==> config.mk <==
export PLATFORM = sky130hd
export DESIGN_NAME = store_merge_unit
export DESIGN_NICKNAME = d
export VERILOG_FILES = /design/src/rtl/store_merge_unit.sv
export SDC_FILE = /design/constraint.sdc
export NUM_CORES = 1
export LEC_CHECK = 0
export ABC_CLOCK_PERIOD_IN_PS = 3900
export BUFFER_PORTS_ARGS = -buffer_cell sky130_fd_sc_hd__buf_2
export CORE_MARGIN = 2
export CORE_UTILIZATION = 52
export CTS_CLUSTER_DIAMETER = 50
export DETAILED_ROUTE_END_ITERATION = 8
export PLACE_DENSITY = 0.95
export SLEW_MARGIN = 20
export SYNTH_ARGS = -nofsm -noshare
export SYNTH_HDL_FRONTEND = slang
export SYNTH_SLANG_ARGS = --single-unit
==> constraint.sdc <==
create_clock -name clk -period 3.9 [get_ports clk]
set_input_delay 0.78 -clock clk [delete_from_list [all_inputs] [get_ports clk]]
set_output_delay 0.78 -clock clk [all_outputs]
set_load 0.1 [all_outputs]
==> src/rtl/store_merge_unit.sv <==
// Store path for a word-only data memory: sb/sh become read-modify-write,
// sw goes straight to memory, and misaligned or invalid sizes are rejected.
//
// state | meaning
// IDLE  | ready; accept and classify a store request
// RD    | read the containing word for a byte/half merge
// WR    | write the word buffer to memory
// DONE  | one-cycle commit pulse
// ERR   | one-cycle reject pulse, memory untouched
module store_merge_unit #(
    parameter int ADDR_W = 32
) (
    input  logic              clk,
    input  logic              rst,
    input  logic              st_valid,
    output logic              st_ready,
    input  logic [ADDR_W-1:0] st_addr,
    input  logic [31:0]       st_data,
    input  logic [1:0]        st_size,
    output logic              st_done,
    output logic              st_misalign,
    output logic              mem_req,
    output logic              mem_we,
    output logic [ADDR_W-1:0] mem_addr,
    output logic [31:0]       mem_wdata,
    input  logic [31:0]       mem_rdata,
    input  logic              mem_ack
);

    typedef enum logic [2:0] {
        IDLE = 3'd0,
        RD   = 3'd1,
        WR   = 3'd2,
        DONE = 3'd3,
        ERR  = 3'd4
    } state_t;

    localparam logic [1:0] SZ_BYTE = 2'b00;
    localparam logic [1:0] SZ_HALF = 2'b01;
    localparam logic [1:0] SZ_WORD = 2'b10;

    state_t            r_state;
    state_t            w_next;
    logic [ADDR_W-1:0] r_addr;
    logic [15:0]       r_data;
    logic [1:0]        r_size;
    logic [31:0]       r_wbuf;
    logic              w_misalign;
    logic [31:0]       w_merged;

    always_comb begin
        w_misalign = 1'b0;
        case (st_size)
            SZ_HALF: w_misalign = st_addr[0];
            SZ_WORD: w_misalign = (st_addr[1:0] != 2'b00);
            SZ_BYTE: w_misalign = 1'b0;
            default: w_misalign = 1'b1;
        endcase
    end

    // Little-endian lane replacement; untouched lanes keep the memory contents.
    always_comb begin
        w_merged = mem_rdata;
        if (r_size == SZ_HALF) begin
            if (r_addr[1]) w_merged[31:16] = r_data;
            else           w_merged[15:0]  = r_data;
        end else begin
            case (r_addr[1:0])
                2'd0:    w_merged[7:0]   = r_data[7:0];
                2'd1:    w_merged[15:8]  = r_data[7:0];
                2'd2:    w_merged[23:16] = r_data[7:0];
                default: w_merged[31:24] = r_data[7:0];
            endcase
        end
    end

    always_ff @(posedge clk) begin
        if (rst) r_state <= IDLE;
        else     r_state <= w_next;
    end

    always_comb begin
        w_next = r_state;
        case (r_state)
            IDLE: begin
                if (st_valid) begin
                    if (w_misalign)           w_next = ERR;
                    else if (st_size == SZ_WORD) w_next = WR;
                    else                      w_next = RD;
                end
            end
            RD:      if (mem_ack) w_next = WR;
            WR:      if (mem_ack) w_next = DONE;
            DONE:    w_next = IDLE;
            ERR:     w_next = IDLE;
            default: w_next = IDLE;
        endcase
    end

    always_comb begin
        st_ready    = (r_state == IDLE) & ~rst;
        st_done     = (r_state == DONE);
        st_misalign = (r_state == ERR);
        mem_req     = (r_state == RD) | (r_state == WR);
        mem_we      = (r_state == WR);
    end

    // Capture only in the accept cycle so the memory side stays stable while busy.
    always_ff @(posedge clk) begin
        if (rst) begin
            r_addr <= '0;
            r_data <= '0;
            r_size <= '0;
            r_wbuf <= '0;
        end else begin
            if (r_state == IDLE && st_valid) begin
                r_addr <= st_addr;
                r_data <= st_data[15:0];
                r_size <= st_size;
                if (st_size == SZ_WORD) r_wbuf <= st_data;
            end else if (r_state == RD && mem_ack) begin
                r_wbuf <= w_merged;
            end
        end
    end

    assign mem_addr  = {r_addr[ADDR_W-1:2], 2'b00};
    assign mem_wdata = r_wbuf;

endmodule
; ---- Yosys cells after proc, flatten, opt, wreduce, memory -nomap -nowiden
; Index checks and enable logic that the tools add are counted.
[totals]
word_cells = 48
memories = 0
mem_bits_ro = 0
register_bits = 85
ramBits = 0
latch_bits = 0
[op_classes]
n_eq_ne = 13
n_mul = 0
shifts = 0
n_mux = 17
bitwise = 3
div = 0
reduce_logical = 10
order_cmp = 0
add_sub_neg = 0
[op_table]
columns = operator, count
row1 = 2-to-1 mux 32 bit, 4
row2 = 2-to-1 mux 16 bit, 2
row3 = 2-to-1 mux 8 bit, 4
row4 = 2-to-1 mux 3 bit, 4
row5 = one-hot mux 3 bit (3 select lines), 1
row6 = == test 2 x 1 -> 1 bit (second input constant), 3
row7 = == test 3 x 2 -> 1 bit (second input constant), 2
row8 = inequality test 2 bit (second input constant), 3
row9 = == test 2 bit (second input constant), 2
row10 = logical NOT 2 bit, 2
row11 = nonzero test 2 bit, 2
row12 = == test 3 x 1 -> 1 bit (second input constant), 1
row13 = == test 3 bit (second input constant), 1
row14 = logical NOT 3 bit, 1
row15 = one-hot mux 1 bit (3 select lines), 1
row16 = AND reduction 3 bit, 1
row17 = OR reduction 3 bit, 1
row18 = logical AND 1 bit, 2
row19 = 2-to-1 mux 2 bit, 1
row20 = inequality test 2 x 1 -> 1 bit (second input constant), 1
row21 = AND reduction 2 bit, 1
row22 = bitwise AND 1 bit, 1
row23 = inverter 1 bit, 1
row24 = OR 1 bit, 1

; ---- Logic depth before layout (Yosys ltp)
[depth]
word_depth = 6
ltp_mapped = 8
mapped_depth_nobuf = 5

; ---- Least setup slack after synthesis
; Ideal clock, no wire load.
[synth_path]
path_type = input to output
from = input port rst
to = output port st_ready
path_stages = 3
arrival_time_ps = 3920
slack_ps = -800
n_path_buf = 2
cell_sequence = clkbuf_1 > clkbuf_1 > nor4_1
[synth_via]
elab_chain_len = 2
[synth_lines]
columns = element, line
row1 = start: declaration, 14  ; input logic rst,
row2 = inverter 1 bit, 101  ; st_ready = (r_state == IDLE) & ~rst;
row3 = bitwise AND 1 bit, 101
row4 = end: declaration, 16  ; output logic st_ready,
; Every way passes these cells.

; ---- Worst setup path in the final report
[layout_path]
from = input port st_valid
to = register r_wbuf[12] (netlist: mem_wdata[12])
[layout_via]
elab_chain_len = 3
word_cells_on_any_way = 5
[layout_lines]
columns = element, line
row1 = start: declaration, 15  ; input logic st_valid,
row2 = logical AND 1 bit (*), 116  ; if (r_state == IDLE && st_valid) begin
row3 = inequality test 2 bit (no source line) / nonzero test 2 bit (equally long branches), -
row4 = AND reduction 2 bit (no source line), -
row5 = end signal: assignment, 120  ; if (st_size == SZ_WORD) r_wbuf <= st_data;
row6 = end signal: assignment, 122  ; r_wbuf <= w_merged;
row7 = end: declaration, 47  ; logic [31:0] r_wbuf;
; Every way passes the cells marked *; elsewhere a longest branch is shown, timed or not.
; A chain may end at the register's enable or synchronous reset.

==> impl_results.md <==
* Period utilization at between 60% and 70%
* CTS clock-pin slew for the worst setup and hold paths at around 0.090 ns
* Die span in x at roughly 92 um
* Post-CTS setup buffers at 0
* Critical path fanouts, max at 32
* Largest net degree at the start of global routing at 95
* Sequential share of the synthesized area at 42.2%
* # H-tree levels at 3
* Final Non-Filler Cells at between 700 and 800
* Total of warnings raised by yosys at 0
* Crit Path Category: in2reg
* Fin. max-slew vios at 0
* Crit path arrival time at 2.74 ns
* Die Area at ~8500 um2
* CTS tree: yes
* Unrepaired setup endpoints after global routing: false
* Crit-path slowest cell: nand2_1
* Seq pwr share at roughly a third
* Synthesized flop and latch total at between 80 and 90
* Worst Skew at around 0.011 ns
* Antenna violations before repair at 0
* Setup Viol. Count Final at 0
* Pwr/cell area at approximately 700 nW/um2
* P_leak at 2.26 nW
* Type of the most critical hold path: reg2reg
* Mean Syn Cell Area at 7.83 um2
* Num CTS Buffers at 9
* Initial Util at 53.0%
* Critical R2R Launch: r_state[2]$_SDFFE_PP0P_
* CP delay by family, top: simple AND/OR/NAND/NOR gates
* Req. time, crit path at a little over 4 ns
* Root buf cell: clkbuf_8
* First-pass GRT wire length at 17.0 mm
* GRT overflow at 0
* Final hold vios at 0
* Via/cell ratio at 5.49
* Drt first pass iters at 5
* Post-Synthesis Cells at 515
* Post-route ant nets at 0
* Worst-margin pin slew at around 1.0 ns
* Switching pwr at about 1.7 mW
* CP Launch Type: primary input
* CTS Sinks at 85
* Inst Count DP at roughly 720
* CORE AREA at 7610 um2
* Worst skew pair latency at 0.34 ns
* Worst Setup SP: st_valid
* CTS Buffer Depth at 2
* DR WL/cell at 14.7 um
* Routed vias at ~4,000
* Clock Power Share at 21.4%
* Hold_buf cts at 0
* # DRC at 0
* Post-cts gate resize count at 0
* Final nets at 729
* Cell Chain, Critical Path: buf_2 > nor4b_4 > nand3b_2 > nand2_1 > nor2_1 > a311oi_1
* Netlist cell types at 37
* Share of layout cells above drive strength 1 at about 31%
* Row cnt at 32
* Die H at between 90 and 100 um
* I/O pin count at 171
* RD Place Congestion at 0.860
* Net Sw Frac at 48.8%
* Internal power at between 1.5 and 2 mW
* FMAX at between 400 and 500 MHz
* WP buf/inv at 1
* Gr usage total at about 24%
* Max-cap violations at 0
* Routed WL at 10.8 mm
* Status: complete, no violations
* VDD IR max at roughly 0.00033 V
* Fin Hold WS at approximately 0.45 ns
* Post-layout min period at between 2 and 2.5 ns
* Post-Syn Area at a little over 4000 um2
* Vias in the first global route at 3,706
* Combinational power share at a little under half
* Final HPWL from detailed placement at 7.64 mm
* PnR Total Power at between 3 and 4 mW
* P&R area growth vs syn at 20.3%
* Nature of the critical path endpoint: flop
* DRT iter0 DRCs at ~230
* CP peak stage delay at roughly 0.88 ns
* IO buf count at 168
* Slew margin rel. at between 30% and 40%
* Accumulated negative setup slack at 0 ns
* Worst hold start: r_addr[11]$_SDFFE_PP0P_
tightest hold or removal path, delay by kind of cell, from the launching register on:
kind | cells | cell delay (ns)
AO/OA/AOI/OAI | 1 | 0.05
flip-flops | 1 | 0.31
AND/OR/NAND/NOR | 1 | 0.05
layout make-up:
class / count / area (um2)
diodes: 1 / 2.50
clock buffers: 10 / 128
clock inverters: 5 / 100
fillers: 673 / 2760
inverters: 4 / 15.0
multi-input cells: 354 / 1900
flip-flops and latches: 85 / 1700
well taps: 102 / 128
repair buffers: 173 / 878
stage by stage:
stage / worst slack, ns / cell area [um2] / utilization, %
after floorplan: 0.330 / 4040 / -
after global placement: 1.22 / 4620 / 60.7
after detailed placement: 1.13 / 4620 / 60.7
after CTS: 1.47 / 4850 / 63.7
after global routing: 1.22 / 4850 / 63.7
final: 1.41 / 4850 / 63.8
cell usage in the layout, fill, tap and decap left out, types with 2 or more instances in the layout:
cell and count:
bufinv_16 3, nor3_1 10, dfxtp_1 85, nor2_1 38, clkbuf_8 9, o41ai_2 2, inv_1 3, mux2i_1 8
nor3b_1 2, o211a_1 8, a21oi_1 70, conb_1 2, nand2b_1 9, nand3_1 9, nand2_1 103, o21ai_0 33
buf_2 168, clkinv_2 2, a311oi_1 8, nor2b_1 8, buf_4 5, nand3b_1 8, a211oi_1 16, o41ai_1 6
sequential cells by signal, summed over array words and instances (netlist names):
name       cells
r_state        3
r_data        16
mem_wdata     32
r_addr        32
r_size         2
Yosys cell counts (all sizes together):
library cell | count | area, um2
a2111oi | 1 | 8.76
a211oi | 16 | 120
a21o | 1 | 7.51
a21oi | 70 | 350
a22oi | 1 | 7.51
a311oi | 8 | 70.1
a31oi | 1 | 6.26
and2 | 1 | 6.26
buf | 50 | 347
clkbuf | 23 | 86.3
clkinv | 1 | 3.75
conb | 1 | 3.75
dfxtp | 85 | 1700
inv | 3 | 11.3
mux2i | 8 | 80.1
nand2 | 103 | 387
nand2b | 9 | 56.3
nand3 | 10 | 50.1
nand3b | 9 | 71.3
nor2 | 38 | 143
nor2b | 8 | 50.1
nor3 | 10 | 50.1
nor3b | 2 | 15.0
nor4 | 2 | 12.5
nor4b | 1 | 23.8
o211a | 8 | 80.1
o21ai | 33 | 165
o21bai | 1 | 7.51
o31ai | 1 | 7.51
o41ai | 8 | 85.1
or4b | 1 | 10.0
xnor2 | 1 | 8.76
per-layer routing:
metal  GRT usage (%)  vias up  share of wire (%)
met2            42.6      170                 51
met4            10.4        0                2.6
li1                -     1964                  -
met3            3.37       28                6.8
met1            30.4     1866                 40
met5               0        -                  0
power groups by stage:
stage	Clock (mW)	Sequential (mW)	Combinational (mW)
detailed placement	0	1.12	1.56
global route	0.768	1.11	1.65
finish	0.725	1.10	1.56
floorplan	0	1.47	0.994
global placement	0	1.11	1.53
CTS	0.735	1.10	1.56
cells by family (layout without fill, tap and decap cells):
family | count (synthesis) | in the layout | synth area share [%]
compound gates | 149 | 149 | 22.7
mux | 8 | 8 | 1.99
flops | 85 | 85 | 42.2
simple gates | 194 | 194 | 21.7
other cells | 1 | 3 | 0.0930
xor+xnor | 1 | 1 | 0.217
buf+inv | 77 | 192 | 11.1
path summary, 6_finish.rpt:
kind / to / slack, ns / depth (start not counted)
worst min register to register: r_addr[11]$_SDFFE_PP0P_ / 0.45 / 2
worst max register to register: mem_wdata[12]$_SDFFE_PP0P_ / 1.43 / 5
worst max-delay path: mem_wdata[12]$_SDFFE_PP0P_ / 1.41 / 6
worst min-delay path: r_addr[11]$_SDFFE_PP0P_ / 0.45 / 2
Power figures use the tool's default switching activity.
